### config.mk
export PLATFORM = sky130hd
export DESIGN_NAME = exp_golomb_stream_decoder
export DESIGN_NICKNAME = d
export VERILOG_FILES = /design/src/rtl/exp_golomb_stream_decoder.sv
export SDC_FILE = /design/constraint.sdc
export NUM_CORES = 1
export LEC_CHECK = 0
export BUFFER_PORTS_ARGS = -buffer_cell sky130_fd_sc_hd__buf_2
export CORE_ASPECT_RATIO = 1.1
export CORE_MARGIN = 1
export CORE_UTILIZATION = 40
export DETAILED_ROUTE_END_ITERATION = 10
export PLACE_DENSITY = 0.57
export SLEW_MARGIN = 10
export SYNTH_ARGS = -nofsm -noshare
export SYNTH_HDL_FRONTEND = slang
export SYNTH_SLANG_ARGS = --single-unit
### constraint.sdc
create_clock -name clk -period 11.1 [get_ports clk]
set_input_delay 1.665 -clock clk [delete_from_list [all_inputs] [get_ports clk]]
set_output_delay 1.665 -clock clk [all_outputs]
set_load 0.05 [all_outputs]
### src/rtl/exp_golomb_stream_decoder.sv
// Exp-Golomb syntax-element decoder.
// Input words are packed MSB-first into a bit buffer whose bit 0 is the next
// stream bit. One command at a time decodes ue(v), se(v), te(v) or u(n) from
// the head of the buffer and consumes exactly the codeword length.
//
// Handshakes (input, command, result): a transfer happens on a rising clk edge
// where both valid and ready are high. A producer holds valid and its payload
// stable until the transfer. The result side holds res_valid/res_data/res_len/
// res_err stable until res_ready is seen; res_valid drops the following cycle.
module exp_golomb_stream_decoder #(
    parameter int IN_W     = 16,
    parameter int BUF_BITS = 64,
    parameter int MAX_LZ   = 15,
    parameter int OUT_W    = 32
) (
    input  logic             clk,
    input  logic             reset,
    input  logic             flush,
    input  logic             in_valid,
    output logic             in_ready,
    input  logic [IN_W-1:0]  in_data,
    input  logic             cmd_valid,
    output logic             cmd_ready,
    input  logic [1:0]       cmd_mode,
    input  logic [4:0]       cmd_arg,
    output logic             res_valid,
    input  logic             res_ready,
    output logic [OUT_W-1:0] res_data,
    output logic [5:0]       res_len,
    output logic             res_err,
    output logic [6:0]       fill_level,
    output logic [1:0]       fsm_state
);

    // Longest Exp-Golomb codeword and the read window (also covers u(31)).
    localparam int CW  = 2 * MAX_LZ + 1;
    localparam int WIN = (CW > 31) ? CW : 31;
    localparam int LZW = $clog2(MAX_LZ + 2);

    localparam logic [6:0]       PUSH_LIMIT = 7'(BUF_BITS - IN_W);
    localparam logic [6:0]       LZ_WINDOW  = 7'(MAX_LZ + 1);
    localparam logic [6:0]       IN_W7      = 7'(IN_W);
    localparam logic [5:0]       WIN_LEN    = 6'(WIN);
    localparam logic [OUT_W-1:0] ONE        = OUT_W'(1);

    localparam logic [1:0] MODE_UE = 2'd0;
    localparam logic [1:0] MODE_SE = 2'd1;
    localparam logic [1:0] MODE_TE = 2'd2;
    localparam logic [1:0] MODE_U  = 2'd3;

    typedef enum logic [1:0] {
        IDLE   = 2'd0,
        DECODE = 2'd1,
        RESULT = 2'd2
    } state_t;

    state_t              state_q;
    logic [1:0]          mode_q;
    logic [4:0]          arg_q;
    logic [BUF_BITS-1:0] buf_q;
    logic [BUF_BITS-1:0] buf_next;
    logic [6:0]          fill_q;
    logic [6:0]          fill_next;
    logic [6:0]          fill_after;
    logic [IN_W-1:0]     word_rev;
    logic [WIN-1:0]      stream_win;
    logic [WIN-1:0]      code_val;
    logic [LZW-1:0]      lz;
    logic                one_found;
    logic                exp_form;
    logic [5:0]          need;
    logic                dec_go;
    logic                dec_err;
    logic [5:0]          consume_len;
    logic                push;
    logic [OUT_W-1:0]    ue_val;
    logic [OUT_W-1:0]    se_val;
    logic [OUT_W-1:0]    dec_value;

    assign in_ready   = (fill_q <= PUSH_LIMIT);
    assign push       = in_valid && in_ready;
    assign cmd_ready  = (state_q == IDLE);
    assign fill_level = fill_q;
    assign fsm_state  = state_q;

    // Reverse the incoming word so its first stream bit lands at the lowest index.
    always_comb begin
        for (int i = 0; i < IN_W; i++) begin
            word_rev[i] = in_data[IN_W-1-i];
        end
    end

    // View of the buffer head with the next stream bit as MSB.
    always_comb begin
        for (int i = 0; i < WIN; i++) begin
            stream_win[WIN-1-i] = buf_q[i];
        end
    end

    // Leading-zero count over the first MAX_LZ+1 bits; MAX_LZ+1 means none found.
    always_comb begin
        lz = LZW'(MAX_LZ + 1);
        for (int i = MAX_LZ; i >= 0; i--) begin
            if (buf_q[i]) begin
                lz = LZW'(i);
            end
        end
    end

    assign one_found = |buf_q[MAX_LZ:0];
    assign exp_form  = (mode_q == MODE_UE) || (mode_q == MODE_SE) ||
                       ((mode_q == MODE_TE) && (arg_q > 5'd1));

    // Decide codeword length, whether it is complete, and its value.
    // Bits above fill are always zero, so a 1 found in the window is a real bit.
    always_comb begin
        need    = 6'd0;
        dec_go  = 1'b0;
        dec_err = 1'b0;
        if (mode_q == MODE_U) begin
            need = {1'b0, arg_q};
        end else if (!exp_form) begin
            need = 6'd1;
        end else begin
            need = 6'({lz, 1'b1});
        end

        if (state_q == DECODE) begin
            if (exp_form) begin
                if (one_found) begin
                    dec_go = ({1'b0, need} <= fill_q);
                end else if (fill_q >= LZ_WINDOW) begin
                    dec_err = 1'b1;
                end
            end else begin
                dec_go = ({1'b0, need} <= fill_q);
            end
        end

        // The top 'need' window bits read as a number: 2^lz + info for
        // Exp-Golomb codes, the raw field for u(n).
        code_val = stream_win >> (WIN_LEN - need);
        ue_val   = OUT_W'(code_val) - ONE;
        se_val   = ue_val[0] ? ((ue_val + ONE) >> 1) : ('0 - (ue_val >> 1));

        dec_value = '0;
        case (mode_q)
            MODE_UE: dec_value = ue_val;
            MODE_SE: dec_value = se_val;
            MODE_TE: dec_value = exp_form ? ue_val : {{(OUT_W-1){1'b0}}, ~buf_q[0]};
            default: dec_value = OUT_W'(code_val);
        endcase
    end

    assign consume_len = dec_go ? need : 6'd0;

    // Next buffer: drop consumed bits, then append a pushed word after what remains.
    always_comb begin
        fill_after = fill_q - {1'b0, consume_len};
        buf_next   = buf_q >> consume_len;
        fill_next  = fill_after;
        if (push) begin
            buf_next  = buf_next | ({{(BUF_BITS-IN_W){1'b0}}, word_rev} << fill_after);
            fill_next = fill_after + IN_W7;
        end
    end

    // Bit buffer and fill count; flush clears exactly like reset.
    always_ff @(posedge clk) begin
        if (reset || flush) begin
            buf_q  <= '0;
            fill_q <= '0;
        end else begin
            buf_q  <= buf_next;
            fill_q <= fill_next;
        end
    end

    // Command FSM with registered result outputs.
    always_ff @(posedge clk) begin
        if (reset || flush) begin
            state_q   <= IDLE;
            mode_q    <= MODE_UE;
            arg_q     <= 5'd0;
            res_valid <= 1'b0;
            res_data  <= '0;
            res_len   <= 6'd0;
            res_err   <= 1'b0;
        end else begin
            case (state_q)
                IDLE: begin
                    if (cmd_valid) begin
                        mode_q  <= cmd_mode;
                        arg_q   <= cmd_arg;
                        state_q <= DECODE;
                    end
                end
                DECODE: begin
                    if (dec_err) begin
                        res_err   <= 1'b1;
                        res_data  <= '0;
                        res_len   <= 6'd0;
                        res_valid <= 1'b1;
                        state_q   <= RESULT;
                    end else if (dec_go) begin
                        res_err   <= 1'b0;
                        res_data  <= dec_value;
                        res_len   <= need;
                        res_valid <= 1'b1;
                        state_q   <= RESULT;
                    end
                end
                RESULT: begin
                    if (res_ready) begin
                        res_valid <= 1'b0;
                        state_q   <= IDLE;
                    end
                end
                default: state_q <= IDLE;
            endcase
        end
    end

endmodule
Yosys cells after proc, flatten, opt, wreduce, memory -nomap -nowiden
Index checks and enable logic that the tools add are counted.
{"block": "totals", "input_bits": 29, "elab_cells": 92, "regBits": 120, "out_inout_bits": 51}
{"block": "op_classes", "bitwise_logic": 2, "n_eq_ne": 8, "n_reduce_logical": 14, "shift": 3, "order_cmp": 4, "mux": 46, "add_sub_neg": 6}
{"op": "$mux 32", "count": 4}
{"op": "$pmux 32 s3", "count": 1}
{"op": "$mux 5", "count": 16}
{"op": "$mux 64", "count": 1}
{"op": "$or 64x64->64", "count": 1}
{"op": "$shl 16x7->64", "count": 1}
{"op": "$shr 64x6->64", "count": 1}
{"op": "$add 32x1->32 const B", "count": 1}
{"op": "$sub 1x31->32 const A", "count": 1}
{"op": "$sub 31x1->32 const B", "count": 1}
{"op": "$shr 31x6->31", "count": 1}
{"op": "$mux 6", "count": 5}
{"op": "$reduce_or 16->1", "count": 1}
{"op": "$mux 1", "count": 12}
{"op": "$mux 2", "count": 4}
{"op": "$add 7x5->7 const B", "count": 1}
{"op": "$ge 7x5->1 const B", "count": 1}
{"op": "$le 6x7->1", "count": 1}
{"op": "$le 7x6->1 const B", "count": 1}
{"op": "$mux 7", "count": 1}
{"op": "$sub 7x6->7", "count": 1}
{"op": "$eq 2x2->1 const B", "count": 3}
{"op": "$pmux 2 s3", "count": 1}
{"op": "$reduce_and 3->1", "count": 2}
{"op": "other kinds (12)", "count": 20}

Logic depth before layout (Yosys ltp)
{"block": "logic_depth", "depth_word": 27, "ltp_mapped": 34, "mapped_depth_nobuf": 27}

Worst setup path before layout
No wires, ideal clock.
{"block": "synth_timing", "kind": "register -> register", "start": "reg mode_q[1]", "end": "reg buf_q[0]", "arrival_ns": 6.117, "slack_ns": 4.918, "path_buffers": 7, "required_time_ns": 11.035, "period_less_slack_ns": 6.182, "path_stages_with_launch": 33, "cell_sequence": "dfxtp_1 buf_6 and2_1 buf_6 a221o_1 or3_1 buf_6 nand2_8 inv_6 buf_6 buf_6 ha_1 a21o_1 a21oi_1 o22ai_1 o21ai_0 nand3_1 nor2_1 clkinv_1 clkbuf_1 buf_1 fa_1 a21o_1 a21oi_1 o21bai_1 a21oi_1 xnor2_1 nand2_1 nor2_1 nand2_1 nor2_1 a221oi_1 nor2_1"}
{"block": "synth_via", "elab_chain_len": 14, "elab_cells_between_ends": 19, "classes_between": "1 x add/sub; 1 x order compare; 3 x eq/ne; 2 x shift; 7 x mux; 1 x bitwise; 4 x reduce/logical"}
{"element": "from (decl)", "line": "58", "text": "logic [1:0] mode_q;"}
{"element": "from (signal assigned)", "line": "193", "text": "mode_q <= cmd_mode;"}
{"element": "$eq 2x1->1, or another cell as far along", "line": "111", "text": "assign exp_form = (mode_q == MODE_UE) || (mode_q == MODE_SE) ||"}
{"element": "$logic_or 1x1->1 / $logic_and 1x1->1 (equally long branches)", "line": "111, 112"}
{"element": "$logic_or 1x1->1", "line": "111"}
{"element": "$mux 6", "line": "122", "text": "end else if (!exp_form) begin"}
{"element": "$mux 6", "line": "120", "text": "if (mode_q == MODE_U) begin"}
{"element": "$le 6x7->1", "line": "131, 136"}
{"element": "$mux 1", "line": "130", "text": "if (one_found) begin"}
{"element": "$mux 1", "line": "129", "text": "if (exp_form) begin"}
{"element": "$mux 1", "line": "128", "text": "if (state_q == DECODE) begin"}
{"element": "$mux 6 (*)", "line": "155", "text": "assign consume_len = dec_go ? need : 6'd0;"}
{"element": "$sub 7x6->7", "line": "159", "text": "fill_after = fill_q - {1'b0, consume_len};"}
{"element": "$shl 16x7->64", "line": "163", "text": "buf_next = buf_next | ({{(BUF_BITS-IN_W){1'b0}}, word_rev} << fill_after);"}
{"element": "$or 64x64->64", "line": "163"}
{"element": "$mux 64 (*)", "line": "162", "text": "if (push) begin"}
{"element": "to (signal assigned)", "line": "174", "text": "buf_q <= buf_next;"}
{"element": "to (decl)", "line": "60", "text": "logic [BUF_BITS-1:0] buf_q;"}
Mark *: on every way between the ends. The rest lies on a longest branch, timed or not.
A chain may end at the register's enable or synchronous reset.

Worst setup path in the final report
{"block": "layout_timing", "start": "reg mode_q[1]", "end": "reg buf_q[29]"}
{"block": "layout_via", "elab_chain_len": 14, "elab_cells_between_ends": 19, "classes_between": "1 x add/sub; 1 x order compare; 3 x eq/ne; 2 x shift; 7 x mux; 1 x bitwise; 4 x reduce/logical"}
{"element": "$eq 2x1->1, or another cell as far along", "line": "111"}
{"element": "$logic_or 1x1->1 / $logic_and 1x1->1 (equally long branches)", "line": "111, 112"}
{"element": "$logic_or 1x1->1", "line": "111"}
{"element": "$mux 6", "line": "122"}
{"element": "$mux 6", "line": "120"}
{"element": "$le 6x7->1", "line": "131, 136"}
{"element": "$mux 1", "line": "130"}
{"element": "$mux 1", "line": "129"}
{"element": "$mux 1", "line": "128"}
{"element": "$mux 6 (*)", "line": "155"}
{"element": "$sub 7x6->7 (*)", "line": "159"}
{"element": "named net fill_after[1]", "line": "64", "text": "logic [6:0] fill_after;"}
{"element": "$shl 16x7->64 (*)", "line": "163"}
{"element": "$or 64x64->64 (*)", "line": "163"}
{"element": "$mux 64 (*)", "line": "162"}
Mark *: on every way through the listed nets, which the timed path passes. The rest lies on a longest branch.

==> results.sh <==
export IMPL_number_of_antenna_violations_at_the_first_check_in_global_routing=0
export IMPL_clock_latency_ns=0.45
export IMPL_worst_path_largest_cell_delay_ns=1.00
export IMPL_area_growth_syn_to_layout_pct=8.85
export IMPL_final_hold_violations=0
export IMPL_type_of_the_most_critical_hold_path="register to register"
export IMPL_post_cts_resized_instances=0
export IMPL_core_region_area_mm2=0.0326
export IMPL_placement_rows=69
export IMPL_drt_first_pass_iters=9
export IMPL_drv_cap=0
export IMPL_synth_top_cell_area_share=0.179
export IMPL_final_common_cell="nand2_1"
export IMPL_relSlewSlack=0.225
export IMPL_die_h_um=194
export IMPL_unrepaired_setup_endpoints_after_global_routing="no"
export IMPL_synth_edff_count=0
export IMPL_post_drt_wl_per_cell_um=24.2
export IMPL_crit_arrival_ns=8.94
export IMPL_yosys_warnings=0
export IMPL_syn_num_nets=1961
export IMPL_critical_path_top_delay_family="compound AO/OA/AOI/OAI gates"
export IMPL_max_freq_mhz=116
export IMPL_post_cts_buffers=0
export IMPL_antenna_cells_inserted=0
export IMPL_final_period_utilization=0.778
export IMPL_reg2reg_from="mode_q[1]"
export IMPL_design_final_nets=1957
export IMPL_final_setup_tns_ns=0
export IMPL_post_synth_instance_area_mm2=0.0134
export IMPL_cp_common_cell="a21oi_1"
export IMPL_global_route_total_overflow=0
export IMPL_routed_via_count=15040
export IMPL_routed_wl_mm=56.8
export IMPL_status="complete, no violations"
export IMPL_setup_worst_path_end="buf_q[29]"
export IMPL_finalMaxSlewViolations=0
export IMPL_syn_mean_instance_area_um2=7.00
export IMPL_detail_route_vias_per_cell=6.40
export IMPL_rr_endpoint="buf_q[29]"
export IMPL_clock_tree_htree_level_count=4
export IMPL_synth_cells=1914
export IMPL_slew_at_the_pin_closest_to_its_max_slew_limit_ns=1.16
export IMPL_critical_path_startpoint_type="register"
export IMPL_grt_first_pass_wirelength_mm=85.8
export IMPL_critical_path_cell_count=26
export IMPL_clock_sinks=120
export IMPL_first_global_vias=14248
export IMPL_critPathSlowestCell="fa_1"
export IMPL_post_synth_num_cell_types=110
export IMPL_most_used_cells_in_the_layout_excluding_fill_and_tap_cells="nand2_1 (302), nor2_1 (258), mux2i_1 (215)"
export IMPL_crit_fanout=28
export IMPL_crit_buf_inv=6
export IMPL_final_min_clock_period_ns=8.63
export IMPL_drt_initial_drc_count=1841
export IMPL_port_buffers=79
export IMPL_post_cts_hold_buffer_count=0
export IMPL_netlist_top_cells_area="dfxtp_1 (18%), mux2i_1 (16%), nand2_1 (8.5%), nor2_1 (7.3%), a21oi_1 (5.1%)"
export IMPL_path_class="register to register"
export IMPL_grt_start_max_net_pins=61
export IMPL_worst_ep_required_time_ns=11.41
export IMPL_synth_top_area_cell="dfxtp_1"
export IMPL_die_x_um=176
export IMPL_ioPinCount=80
export IMPL_yosys_most_used_dff="dfxtp_1"
export IMPL_start_util=0.410
export IMPL_drtAntennaViolNets=0
export IMPL_drive_gt1_frac=0.126
export IMPL_die_area_mm2=0.0342
export IMPL_synth_seq_area_share=0.179
export IMPL_rrSetupSlack_ns=2.47
export IMPL_clockBufferDepth=2
export IMPL_synth_async_reset_ratio=0
export IMPL_dp_hpwl_mm=43.3
export IMPL_cp_end_kind="register"
export IMPL_worst_setup_hold_path_clk_slew_ns=0.07
export IMPL_clk_root_buffer_cell="clkbuf_16"
export IMPL_drcViolationCount=0
export IMPL_grt_usage=0.328
export IMPL_cts_tree="yes"
export IMPL_synth_seq_cells=120
export IMPL_gp_congestion=0.954
export IMPL_finalClockSkew_ns=0.0138
export IMPL_cts_inserted_buffers=17
export IMPL_timing_reg2reg_worst_path_depth=26
export IMPL_worstSetupStartpoint="mode_q[1]"
export IMPL_report_final_setup_viol=0
[registers in the layout (all words and copies together) (netlist names)]
signal	cells
res_err	1
fsm_state	2
mode_q	2
buf_q	64
res_valid	1
res_len	6
res_data	32
arg_q	5
fill_level	7
[logic make-up (layout without fill, tap and decap cells)]
logic type                 count (synthesis)  after routing  synth area share
adders and majority gates                 18             18            0.0174
other                                      1              1          0.000280
muxes                                    232            232             0.175
DFF                                      120            120             0.179
and+or+nand+nor                          845            845             0.296
xor gates and xnor gates                  34             34            0.0239
buffers and inverters                    174            183            0.0578
AOI/OAI and AO/OA                        490            490             0.250
[cell type report]
cell class / count / area [um2]
Multi-Input combinational cell: 1620 / 10300
Tap cell: 426 / 533
Sequential cell: 120 / 2400
Clock inverter: 15 / 154
Fill cell: 3448 / 18100
Clock buffer: 17 / 425
Timing Repair Buffer: 114 / 658
Inverter: 37 / 144
[metrics by stage]
stage | area, um2 | std cells | hold WS (ns) | setup slack (ns) | utilization
after floorplan | 13400 | 1914 | 0.451 | 4.92 | -
after CTS | 14600 | 2349 | 0.457 | 2.74 | 0.447
after detailed placement | 14000 | 2317 | 0.449 | 2.76 | 0.429
after global routing | 14600 | 2349 | 0.487 | 2.09 | 0.447
final | 14600 | 2349 | 0.453 | 2.47 | 0.447
after global placement | 14000 | 2317 | 0.443 | 2.81 | 0.429
[synthesized netlist by cell type (15+ instances only)]
cell	instances
a211oi_1	19
a21o_1	17
a21oi_1	137
a22oi_1	15
a31oi_1	24
and2_1	17
and3_1	18
buf_1	21
buf_2	18
clkbuf_1	82
dfxtp_1	120
ha_1	17
inv_1	27
mux2_2	15
mux2i_1	215
nand2_1	303
nand3_1	64
nand4_1	19
nor2_1	262
nor3_1	64
o211ai_1	16
o21ai_0	99
o22ai_1	23
or3_1	18
xnor2_1	26
[worst register-to-register path: stages (launching register included)]
cell	delay, ns
dfxtp_1	0.77
and2_1	0.87
a221o_1	0.35
or3_1	0.59
nand2_8	0.29
inv_6	0.30
ha_1	0.29
a21o_1	0.15
a21oi_1	0.14
o22ai_1	0.09
o21ai_0	0.13
and3_1	0.20
buf_4	0.24
nand2_2	0.10
inv_2	0.40
ha_1	0.24
inv_1	0.06
fa_1	1.00
inv_1	0.41
nor2_1	0.19
a21oi_1	0.06
a21oi_1	0.27
inv_1	0.13
o21ai_0	0.52
o21ai_0	0.32
a21oi_1	0.32
nor2_1	0.06
[worst min-delay path by stage]
| stage | cells after the start | to | slack, ns | start |
|---|---|---|---|---|
| floorplan | 2 | arg_q[0] | 0.45 | arg_q[0] |
| finish | 2 | res_data[5] | 0.45 | res_data[5] |
| global placement | 2 | res_data[30] | 0.44 | res_data[30] |
| detailed placement | 2 | res_data[6] | 0.45 | res_data[6] |
| CTS | 2 | res_data[6] | 0.46 | res_data[6] |
| global route | 2 | res_data[5] | 0.49 | res_data[5] |
[per-layer routing]
layer | track usage | vias to the layer above | share of wire
met4 | 0.195 | 0 | 0.064
met2 | 0.557 | 729 | 0.48
met1 | 0.391 | 7148 | 0.40
met3 | 0.0437 | 188 | 0.058
met5 | 0 | - | 0
li1 | - | 6975 | -
Power is not shown: default switching activity piles up to over one toggle a cycle in this logic, so the estimate is an artifact.
